<file path="src/rtl/comp_pkg.sv">
// Shared types for the serial magnitude comparator: FSM state encoding and the
// one-hot EQ/GT/LT result bundle.
package comp_pkg;

    typedef enum logic [1:0] {
        IDLE = 2'd0,
        RUN  = 2'd1,
        DONE = 2'd2
    } state_e;

    typedef struct packed {
        logic eq;
        logic gt;
        logic lt;
    } result_t;

    localparam result_t RES_NONE = 3'b000;
    localparam result_t RES_EQ   = 3'b100;
    localparam result_t RES_GT   = 3'b010;
    localparam result_t RES_LT   = 3'b001;

    // Index register must stay at least one bit wide even for a single slice.
    function automatic int idx_width(input int n);
        return (n > 1) ? $clog2(n) : 1;
    endfunction

endpackage

</file>
<file path="src/rtl/comp_slice.sv">
// Unsigned magnitude compare of one DIGIT-bit slice; purely combinational.
module comp_slice #(
    parameter int DIGIT = 4
) (
    input  logic [DIGIT-1:0] a_i,
    input  logic [DIGIT-1:0] b_i,
    output logic             gt_o,
    output logic             lt_o
);

    assign gt_o = (a_i > b_i);
    assign lt_o = (a_i < b_i);

endmodule

</file>
<file path="src/rtl/comp_serial.sv">
// Digit-serial A/B comparator: walks DIGIT-bit slices MSB-first, stops at the
// first differing slice, and reports a sticky one-hot EQ/GT/LT result.
//
//   state | meaning
//   ------+-------------------------------------------------------------
//   IDLE  | waiting for start; previous result held on EQ/GT/LT
//   RUN   | comparing slice idx_q of the captured (shifted) operands
//   DONE  | result valid, done pulses for this single cycle
module comp_serial
    import comp_pkg::*;
#(
    parameter int WIDTH = 16,
    parameter int DIGIT = 4
) (
    input  logic             clk,
    input  logic             rst,
    input  logic             start,
    input  logic             signed_mode,
    input  logic [WIDTH-1:0] A,
    input  logic [WIDTH-1:0] B,
    output logic             busy,
    output logic             done,
    output logic             EQ,
    output logic             GT,
    output logic             LT
);

    localparam int DIG      = (DIGIT < 1) ? 1 : DIGIT;
    localparam int N        = WIDTH / DIG;
    localparam int IDXW     = idx_width(N);
    localparam int IDX_LAST = (N > 0) ? N - 1 : 0;

    generate
        if ((DIGIT < 1) || ((WIDTH % DIG) != 0) || (N < 1)) begin : g_bad_cfg
            $error("comp_serial: WIDTH must be a nonzero multiple of DIGIT, DIGIT >= 1");
        end
    endgenerate

    state_e            state_q, state_d;
    logic [WIDTH-1:0]  a_q, a_d;
    logic [WIDTH-1:0]  b_q, b_d;
    logic              sgn_q, sgn_d;
    logic [IDXW-1:0]   idx_q, idx_d;
    result_t           res_q, res_d;

    logic [DIG-1:0]    slice_a;
    logic [DIG-1:0]    slice_b;
    logic              slice_gt;
    logic              slice_lt;

    // Flipping the sign bit of the top slice maps two's complement onto
    // offset binary, so the unsigned slice compare serves both modes.
    always_comb begin
        slice_a = a_q[WIDTH-1 -: DIG];
        slice_b = b_q[WIDTH-1 -: DIG];
        if (sgn_q && (idx_q == '0)) begin
            slice_a[DIG-1] = ~slice_a[DIG-1];
            slice_b[DIG-1] = ~slice_b[DIG-1];
        end
    end

    comp_slice #(
        .DIGIT (DIG)
    ) u_slice (
        .a_i  (slice_a),
        .b_i  (slice_b),
        .gt_o (slice_gt),
        .lt_o (slice_lt)
    );

    always_comb begin
        state_d = state_q;
        a_d     = a_q;
        b_d     = b_q;
        sgn_d   = sgn_q;
        idx_d   = idx_q;
        res_d   = res_q;
        case (state_q)
            IDLE: begin
                if (start) begin
                    a_d     = A;
                    b_d     = B;
                    sgn_d   = signed_mode;
                    idx_d   = '0;
                    res_d   = RES_NONE;
                    state_d = RUN;
                end
            end
            RUN: begin
                if (slice_gt) begin
                    res_d   = RES_GT;
                    state_d = DONE;
                end else if (slice_lt) begin
                    res_d   = RES_LT;
                    state_d = DONE;
                end else if (idx_q == IDXW'(IDX_LAST)) begin
                    res_d   = RES_EQ;
                    state_d = DONE;
                end else begin
                    a_d   = a_q << DIG;
                    b_d   = b_q << DIG;
                    idx_d = idx_q + IDXW'(1);
                end
            end
            DONE: begin
                state_d = IDLE;
            end
            default: begin
                state_d = IDLE;
            end
        endcase
    end

    always_ff @(posedge clk) begin
        if (rst) begin
            state_q <= IDLE;
            a_q     <= '0;
            b_q     <= '0;
            sgn_q   <= 1'b0;
            idx_q   <= '0;
            res_q   <= RES_NONE;
        end else begin
            state_q <= state_d;
            a_q     <= a_d;
            b_q     <= b_d;
            sgn_q   <= sgn_d;
            idx_q   <= idx_d;
            res_q   <= res_d;
        end
    end

    assign busy = (state_q != IDLE);
    assign done = (state_q == DONE);
    assign EQ   = res_q.eq;
    assign GT   = res_q.gt;
    assign LT   = res_q.lt;

endmodule

</file>
<file path="config.mk">
export PLATFORM = sky130hd
export DESIGN_NAME = comp_serial
export DESIGN_NICKNAME = d
export VERILOG_FILES = /design/src/rtl/comp_pkg.sv /design/src/rtl/comp_slice.sv /design/src/rtl/comp_serial.sv
export SDC_FILE = /design/constraint.sdc
export NUM_CORES = 1
export LEC_CHECK = 0
export ABC_AREA = 1
export CELL_PAD_IN_SITES_DETAIL_PLACEMENT = 0
export CELL_PAD_IN_SITES_GLOBAL_PLACEMENT = 1
export CORE_MARGIN = 5
export CORE_UTILIZATION = 36
export DETAILED_ROUTE_END_ITERATION = 10
export HOLD_SLACK_MARGIN = 0.12
export PLACE_DENSITY = 0.81
export SETUP_SLACK_MARGIN = 0.3
export SLEW_MARGIN = 25
export SYNTH_ARGS = -nofsm -noshare
export SYNTH_HDL_FRONTEND = slang
export SYNTH_HIERARCHICAL = 1
export SYNTH_SLANG_ARGS = --single-unit
</file>
<file path="constraint.sdc">
create_clock -name clk -period 2.7 [get_ports clk]
set_clock_uncertainty 0.15 [all_clocks]
set_input_delay 0.54 -clock clk [delete_from_list [all_inputs] [get_ports clk]]
set_output_delay 0.54 -clock clk [all_outputs]
set_load 0.01 [all_outputs]
</file>
Word level (Yosys, flattened, before mapping). Index checks and enable logic that the tools add are counted.

Flip-flop bits (word level): 40. Input bits: 36. Word-level logic and storage cells: 57.

Order comparisons: 2. Equality and inequality tests: 8. Bitwise operators: 2. Reductions and logical operators: 9. Add/sub/neg operators: 1. Multiplexer cells: 27.

Operators by type and width (count): two-way mux 16 bit (8); one-hot mux 16 bit (2 select lines) (2); two-way mux 2 bit (8); two-way mux 3 bit (4); != test 2 bit, second input constant (4); one-hot mux 2 bit (2 select lines) (2); one-hot mux 3 bit (2 select lines) (1); AND reduction 5 bit (1); == test 2 bit, second input constant (2); > comparator 4 bit (1); zero test 2 bit (2); < comparator 4 bit (1); != test 4 bit, second input constant (1); AND reduction 2 bit (2); nonzero test 2 bit (2); AND reduction 3 bit (1); adder 2 x 1 -> 2 bit, second input constant (1); == test 2 x 1 -> 1 bit, second input constant (1); two-way mux 1 bit (2); inverter 1 bit (2); logical AND 1 bit (1).

Depth between registers and ports, before layout. Gate-level depths: netlist of the first run.

Word-level depth: 7. Depth in mapped cells: 17. Depth with buffers taken out: 16.

Cells and area by module. Netlist of the first run, hierarchy kept.

By module, submodules not included: comp_serial (area an instance 2073.2 um^2, cells an instance 317, times used 1); comp_slice (area an instance 115.1 um^2, cells an instance 20, times used 1).

Worst setup path after synthesis of the first run. No wires, ideal clock.

Path type: flip-flop to flip-flop. Start point: register idx_q[0]. End point: register a_q[10]. Setup time: 0.115 ns. Stages on the path, launching flop included: 17. Slack: 0.290 ns. Buffers on the path: 1. Arrival: 2.145 ns. Cell sequence: dfxtp_1 > inv_1 > ha_1 > nand2_1 > xor2_1 > inv_1 > ha_1 > nand2_1 > inv_1 > nand2_1 > a21oi_1 > nor2_2 > nand3_2 > clkbuf_1 > nand3b_1 > nand2_1 > nor2_1.

Word-level cells in the longest chain between the ends: 6. Elaborated cells on any way between the ends: 11.

RTL lines: start, declared (line comp_serial.sv:43) `logic [IDXW-1:0] idx_q, idx_d;`; start signal, assigned (line comp_serial.sv:127) `idx_q <= idx_d;`; zero test 2 bit (line comp_serial.sv:56) `if (sgn_q && (idx_q == '0)) begin`; logical AND 1 bit (line comp_serial.sv:56); two-way mux 1 bit (line comp_serial.sv:56); net slice_b[3] (line comp_serial.sv:47) `logic [DIG-1:0] slice_b;`; > comparator 4 bit (line comp_slice.sv:11) `assign gt_o = (a_i > b_i);`; net slice_gt (line comp_serial.sv:48) `logic slice_gt;`; != test 2 bit (no source line); AND reduction 5 bit (no source line); end signal, assigned (line comp_serial.sv:117) `a_q <= '0;`; end signal, assigned (line comp_serial.sv:124) `a_q <= a_d;`; end, declared (line comp_serial.sv:40) `logic [WIDTH-1:0] a_q, a_d;`.

The timed path passes the listed nets, and every way through them passes these cells. A chain may end at the register's enable or synchronous reset.

Final worst setup path of the first run.
Start point: register idx_q[0]. End point: register b_q[12].

Word-level cells in the longest chain between the ends: 6. Elaborated cells on any way between the ends: 11.

RTL lines: zero test 2 bit (line comp_serial.sv:56); logical AND 1 bit (line comp_serial.sv:56); two-way mux 1 bit (line comp_serial.sv:56); net slice_b[3] (line comp_serial.sv:47); > comparator 4 bit (line comp_slice.sv:11); net slice_gt (line comp_serial.sv:48); != test 2 bit (no source line); AND reduction 5 bit (no source line); end signal, assigned (line comp_serial.sv:118) `b_q <= '0;`; end signal, assigned (line comp_serial.sv:125) `b_q <= b_d;`; end, declared (line comp_serial.sv:41) `logic [WIDTH-1:0] b_q, b_d;`.

The timed path passes the listed nets, and every way through them passes these cells.

==> results of run 1 <==
[worst min-delay path, cell delays in order, from the launching register on]
cell	delay, ps
dfxtp_1	310
nand3_1	70
a21oi_1	50
[Yosys cell counts]
cell / number / area [um2]
nand2_1: 136 / 510
nor2_1: 46 / 173
dfxtp_1: 40 / 801
a21oi_1: 31 / 155
nand3b_1: 24 / 180
inv_1: 14 / 52.6
buf_2: 8 / 40.0
ha_1: 6 / 75.1
nand3_1: 6 / 30.0
buf_4: 5 / 37.5
clkbuf_1: 5 / 18.8
buf_6: 2 / 22.5
nand3_2: 2 / 20.0
nor2_2: 2 / 12.5
xor2_1: 2 / 17.5
a21boi_0: 1 / 7.51
and2_1: 1 / 6.26
buf_1: 1 / 3.75
clkinv_1: 1 / 3.75
inv_2: 1 / 3.75
nand2_2: 1 / 6.26
nand4_1: 1 / 6.26
o21ai_1: 1 / 5.00
[state kept, by name (all words and copies together) (netlist names)]
signal / cells
idx_q: 2
sgn_q: 1
GT: 1
b_q: 16
EQ: 1
LT: 1
a_q: 16
state_q: 2
[kinds of logic after synthesis]
family / share of synthesized area
simple gates: 0.432
fa+ha+maj: 0.0343
flops: 0.366
buf+inv: 0.0835
xor+xnor: 0.00801
compound gates: 0.0766
[layout make-up]
cell class | instances | area [um2] | share of cell area
Tap cell | 75 | 93.8 | 0.0309
Inverter | 16 | 60.1 | 0.0198
Timing Repair Buffer | 60 | 693 | 0.228
Multi-Input combinational cell | 260 | 1290 | 0.426
Clock buffer | 8 | 90.1 | 0.0297
Sequential cell | 40 | 803 | 0.265
[path summary, 6_finish.rpt]
path | start | end | slack, ps | depth (start not counted)
worst max register to register | idx_q[0]$_SDFFE_PP0P_ | b_q[12]$_SDFFE_PP0P_ | 220 | 17
worst min register to register | LT$_SDFFE_PP0P_ | LT$_SDFFE_PP0P_ | 330 | 2
worst min-delay path | LT$_SDFFE_PP0P_ | LT$_SDFFE_PP0P_ | 330 | 2
worst max-delay path | idx_q[0]$_SDFFE_PP0P_ | b_q[12]$_SDFFE_PP0P_ | 220 | 17
[where the power goes]
part	leakage [uW]	total, uW	internal [uW]	switching [uW]
clock network	0.0000455	414	209	205
logic	0.00105	2060	991	1070
registers	0.000332	934	818	116
[cells in the final DEF, fill, tap and decap left out]
cell             synthesis  layout
nand3_1                  6       6
nand2_8                  0       1
bufbuf_16                0       1
nor2_2                   2       2
nor2_1                  46      45
nor2_4                   0       1
nand2_2                  1       1
buf_12                   0       2
a21boi_0                 1       1
clkbuf_16                0       1
clkbuf_8                 0       6
inv_1                   14      11
and2_4                   0       1
nand3_2                  2       1
clkbuf_1                 5       2
clkinv_1                 1       1
ha_1                     6       4
dfxtp_1                 40      38
buf_4                    5      10
clkdlybuf4s50_1          0      40
a21oi_1                 31      27
a21oi_2                  0       4
nand4_1                  1       1
buf_16                   0       3
inv_2                    1       4
buf_6                    2       2
nand3_4                  0       1
nand3b_1                24      24
o21ai_1                  1       1
dfxtp_2                  0       2
buf_8                    0       1
nand2_1                136     133
nand2_4                  0       2
xor2_1                   2       2
ha_4                     0       2
[per-stage QoR]
step / util / setup slack, ps
after global placement: 0.445 / 209
after CTS: 0.503 / 255
final: 0.512 / 219
after global routing: 0.512 / 119
after detailed placement: 0.445 / 118
after floorplan: - / 324
[routing by layer]
| metal | vias up | global-route usage | share of wire |
|---|---|---|---|
| met1 | 950 | 0.204 | 0.47 |
| met3 | 4 | 0.0357 | 0.057 |
| li1 | 1145 | - | - |
| met5 | - | 0 | 0 |
| met4 | 0 | 0.0404 | 0.0067 |
| met2 | 55 | 0.264 | 0.46 |
[timing repair]
| action | 4_1_cts | 5_1_grt |
|---|---|---|
| hold endpoints to repair | 0 | 0 |
| gates resized for setup | 24 | 6 |
| cloned | 4 | 1 |
| buffers inserted | 7 | 1 |
| endpoints found under the setup margin | 35 | 38 |
| pin swaps | 8 | 4 |
==> results.md, run 1 <==
* TritonRoute pass-1 iters at 4
* Syn Inst Count at 337
* Worst Hold Class: reg2reg
* Clock transition at path regs at 80 ps
* Req. time, crit path at between 2000 and 3000 ps
* Worst path slowest cell: dfxtp_2
* Top Ports at 41
* Residual DRC at 0
* # diodes at 0
* Maximum root-to-sink buffer count at 2
* Fraction of layout cells with a size suffix above 1 at 0.125
* Avg Inst Size Synth at 6.49 um2
* Total track usage at 0.157
* CTS Buf Count at 5
* Layout area overhead at 38.7%
* Peak VDD IR at ~0.47 mV
* Dpl cells at 438
* Initial antenna violation count at 0
* DP Wirelength at between 3000 and 4000 um
* Tcrit/Tclk final at 0.919
* CP Data Arrival Time at 2520 ps
* Filler cell count at 605
* Critical path fanouts, max at 10
* Initial Util at 0.370
* Max-Slew Margin vs Limit at 0.668
* LEAKAGE at ~0.0014 uW
* Final hold slack at 332 ps
* Placed inst area at approximately 2600 um2
* Share of the yosys chip area belonging to registers at 0.366
* Nets at around 430
* Port bufs at 40
* Ys Warns at 6
* CTS tree: built
* H-tree level count at 2
* CP startpoint kind: flip-flop
* Post-cts hold buffer count at 0
* MaxCap Viol Count at 0
* Fmax at ~400 MHz
* Gpl congestion at ~0.77
* Final Hold Violating Endpoints at 0
* Row cnt at 28
* Clk sinks at 40
* Worst Setup End Kind: flip-flop
* Critical path cell sequence: inv_2 -> ha_4 -> nand2_4 -> xor2_1 -> inv_1 -> ha_4 -> nand2_4 -> inv_2 -> nand2_2 -> a21oi_2 -> nor2_4 -> nand3_4 -> buf_8 -> buf_16 -> nand3b_1 -> nand2_1 -> nor2_1
* Die X at 88.0 um
* Syn_nets at between 300 and 400
* Final Setup Violations at 0
* PwrDens at approximately 1100 nW/um2
* Vias in the first global route at roughly 2000
* Die H at around 88 um
* First-pass GRT wire length at roughly 9500 um
* Drt total wl at approximately 5800 um
* Die area at about 7700 um2
* Via count at 2154
* Pin count of the biggest net entering global routing at 39
* RSZ-0062 raised after global routing: true
* Post-synthesis sequential element count at 40
* Buf/Inv on CP at 5
* Via density at 4.69
* Post-Syn Area at 2190 um2
* CORE AREA at 5920 um2
* Initial DRC Count at 115
* Finished layout cell area at between 3000 and 4000 um2
* Post-route ant nets at 0
* Crit path largest cell delay at between 300 and 400 ps
* Worst skew pair latency at just under 300 ps
* Delay-heaviest family, CP: simple AND/OR/NAND/NOR gates
* Synth cell types at 23
* Setup_tns at 0 ps
* Status: finished, final reports clean
* GR Overflow Total at 0
* Critical path type: reg2reg
* Final Max Tran Viols at 0
* Post-DR wirelength/cell at about 13 um
* Non-Filler Instances at 459
* Least-Margin Pin Slew at approximately 500 ps
* Crit path time final at roughly 2500 ps
* Power Total at 3410 uW
* Root buffer cell: clkbuf_8
(Power assumes the default switching activity.)
==> run 2: changes to the inputs <==
--- a/config.mk
+++ b/config.mk
@@ -12,7 +12,7 @@
 export CORE_UTILIZATION = 36
 export DETAILED_ROUTE_END_ITERATION = 10
 export HOLD_SLACK_MARGIN = 0.12
-export PLACE_DENSITY = 0.81
+export PLACE_DENSITY = 0.88
 export SETUP_SLACK_MARGIN = 0.3
 export SLEW_MARGIN = 25
 export SYNTH_ARGS = -nofsm -noshare
==> run 2 against run 1 <==
Effect of this change:
- cell count up 0.65%
- cell area up 4.8%
- wire length up 2.3%
- critical path depth down 3
- highest routed layer unchanged
- maximum frequency down 1.3%
- critical endpoint is now b_q[10]$_SDFFE_PP0P_
- sequential power down 0.5%
- die area unchanged
==> results.md, run 2 (synthesized netlist as in run 1, its figures left out) <==
* Most common cell after layout, fill and taps aside: nand2_1
* Drt total wl at 5960 um
* CP startpoint kind: flip-flop
* MaxCap Viol Count at 0
* Buf/Inv on CP at 4
* Post-cts hold buffer count at 0
* Worst Hold Depth at 2
* Req. time, crit path at approximately 2700 ps
* CTS Buf Count at 5
* Crit path time final at roughly 2500 ps
* R2R cell count at 14
* Final Max Tran Viols at 0
* Residual DRC at 0
* Root buffer cell: clkbuf_8
* # diodes at 0
* Final Setup Violations at 0
* Delay-heaviest family, CP: compound AO/OA/AOI/OAI gates
* Via density at approximately 4.7
* Final Hold Violating Endpoints at 0
* CTS tree: built
* Fraction of layout cells with a size suffix above 1 at 0.181
* Layout area overhead at 45.3%
* Finished layout cell area at 3180 um2
* Worst Setup End Kind: flip-flop
* Tcrit/Tclk final at 0.931
* Initial DRC Count at 96
* Least-Margin Pin Slew at ~700 ps
* Die H at a little under 90 um
* Nets at around 430
* CORE AREA at between 5000 and 6000 um2
* CP Data Arrival Time at around 2500 ps
* Initial antenna violation count at 0
* WP depth at 14
* Post-DR wirelength/cell at about 13 um
* GR Overflow Total at 0
* Clock transition at path regs at about 80 ps
* Clk sinks at 40
* Worst Hold Class: reg2reg
* RSZ-0062 raised after global routing: true
* Commonest cells after routing, fill and taps aside: nand2_1 (127), nor2_1 (44), clkdlybuf4s50_1 (40)
* Fmax at roughly 400 MHz
* Via count at 2175
* Maximum root-to-sink buffer count at 2
* Worst path slowest cell: dfxtp_2
* Placed inst area at 2650 um2
* Critical path fanouts, max at 9
* TritonRoute pass-1 iters at 4
* Initial Util at 0.370
* Final hold slack at ~340 ps
* H-tree level count at 2
* LEAKAGE at approximately 0.0015 uW
* Pin count of the biggest net entering global routing at 27
* Die area at ~7700 um2
* Top Registers: a_q x16, b_q x16
* Top Ports at between 40 and 50
* Vias in the first global route at 1936
* First-pass GRT wire length at between 9000 and 10000 um
* Status: finished, final reports clean
* PwrDens at 1160 nW/um2
* Critical path cell sequence: inv_2 -> ha_4 -> nand2_4 -> xor2_1 -> inv_1 -> ha_4 -> a21oi_2 -> a21oi_4 -> nor2_4 -> nand3_4 -> buf_12 -> buf_12 -> a21oi_1 -> nor2_1
* Worst skew pair latency at around 290 ps
* Setup_tns at 0 ps
* Total track usage at 0.151
* DP Wirelength at 3360 um
* Peak VDD IR at ~0.47 mV
* Port bufs at 40
* Crit path largest cell delay at 340 ps
* Critical path type: reg2reg
* Max-Slew Margin vs Limit at 0.525
* Die X at a little under 90 um
* Row cnt at 28
* Gpl congestion at 0.824
* Post-route ant nets at 0
==> run 2: changes by cell type in the layout (fill, tap and decap cells not counted), moves of 2 or more <==
cell       before  now
nand2_2         1    6
clkinv_2        0    2
clkbuf_1        2    0
buf_12          2    4
nand2_1       133  127
nand2_4         2    4
buf_16          3    1
a21oi_2         4   12
clkbuf_16       1    4
a21oi_1        27   18
==> run 2: worst reg2reg max path: cells and delay by family, from the launching register on <==
kind	cells	cell delay, ps
DFF	1	340
and+or+nand+nor	4	390
xor gates and xnor gates	1	140
AOI/OAI and AO/OA	3	500
buffers and inverters	4	460
adders and majority gates	2	420
==> run 2: worst paths after layout <==
path,from,to,slack [ps]
worst min-delay path,b_q[0]$_SDFFE_PP0P_,b_q[0]$_SDFFE_PP0P_,340
worst max register to register,idx_q[1]$_SDFFE_PP0P_,b_q[10]$_SDFFE_PP0P_,190
worst min register to register,b_q[0]$_SDFFE_PP0P_,b_q[0]$_SDFFE_PP0P_,340
worst max-delay path,idx_q[1]$_SDFFE_PP0P_,b_q[10]$_SDFFE_PP0P_,190
==> run 2: layer usage <==
layer  global-route usage  part of all wire
met1                0.201              0.47
met3               0.0367             0.053
met4               0.0544             0.019
met2                0.236              0.46
met5                    0                 0
==> run 2: power by group <==
| part | total (uW) | internal (uW) | leakage [uW] | switching, uW |
|---|---|---|---|---|
| logic | 2360 | 1120 | 0.00110 | 1240 |
| registers | 929 | 818 | 0.000332 | 111 |
| clock network | 416 | 204 | 0.0000510 | 212 |
| total | 3700 | 2140 | 0.00149 | 1560 |
==> run 2: repair_timing <==
action | CTS | global route
resized for setup | 23 | 28
buffers inserted | 5 | 2
pin swaps | 4 | 10
hold endpoints to repair | 0 | 0
endpoints found under the setup margin | 34 | 39
gates cloned | 2 | 6
==> run 2: cell type report <==
class / count / area (um2)
fill: 567 / 2740
multi-input combinational: 262 / 1400
sequential: 40 / 803
timing repair buffer: 61 / 727
tap: 75 / 93.8
clock buffer: 6 / 82.6
inverter: 16 / 62.6
clock inverter: 2 / 10.0
==> run 2: metrics by stage <==
stage           util  setup slack [ps]  total power, uW  cells
6_report       0.537               187             3700    462
5_1_grt        0.537               117             3970    462
4_1_cts        0.495               283             3160    454
3_5_place_dp   0.447               137             2360    439
3_3_place_gp   0.447               214             2350    439
2_1_floorplan      -               324             2050    337
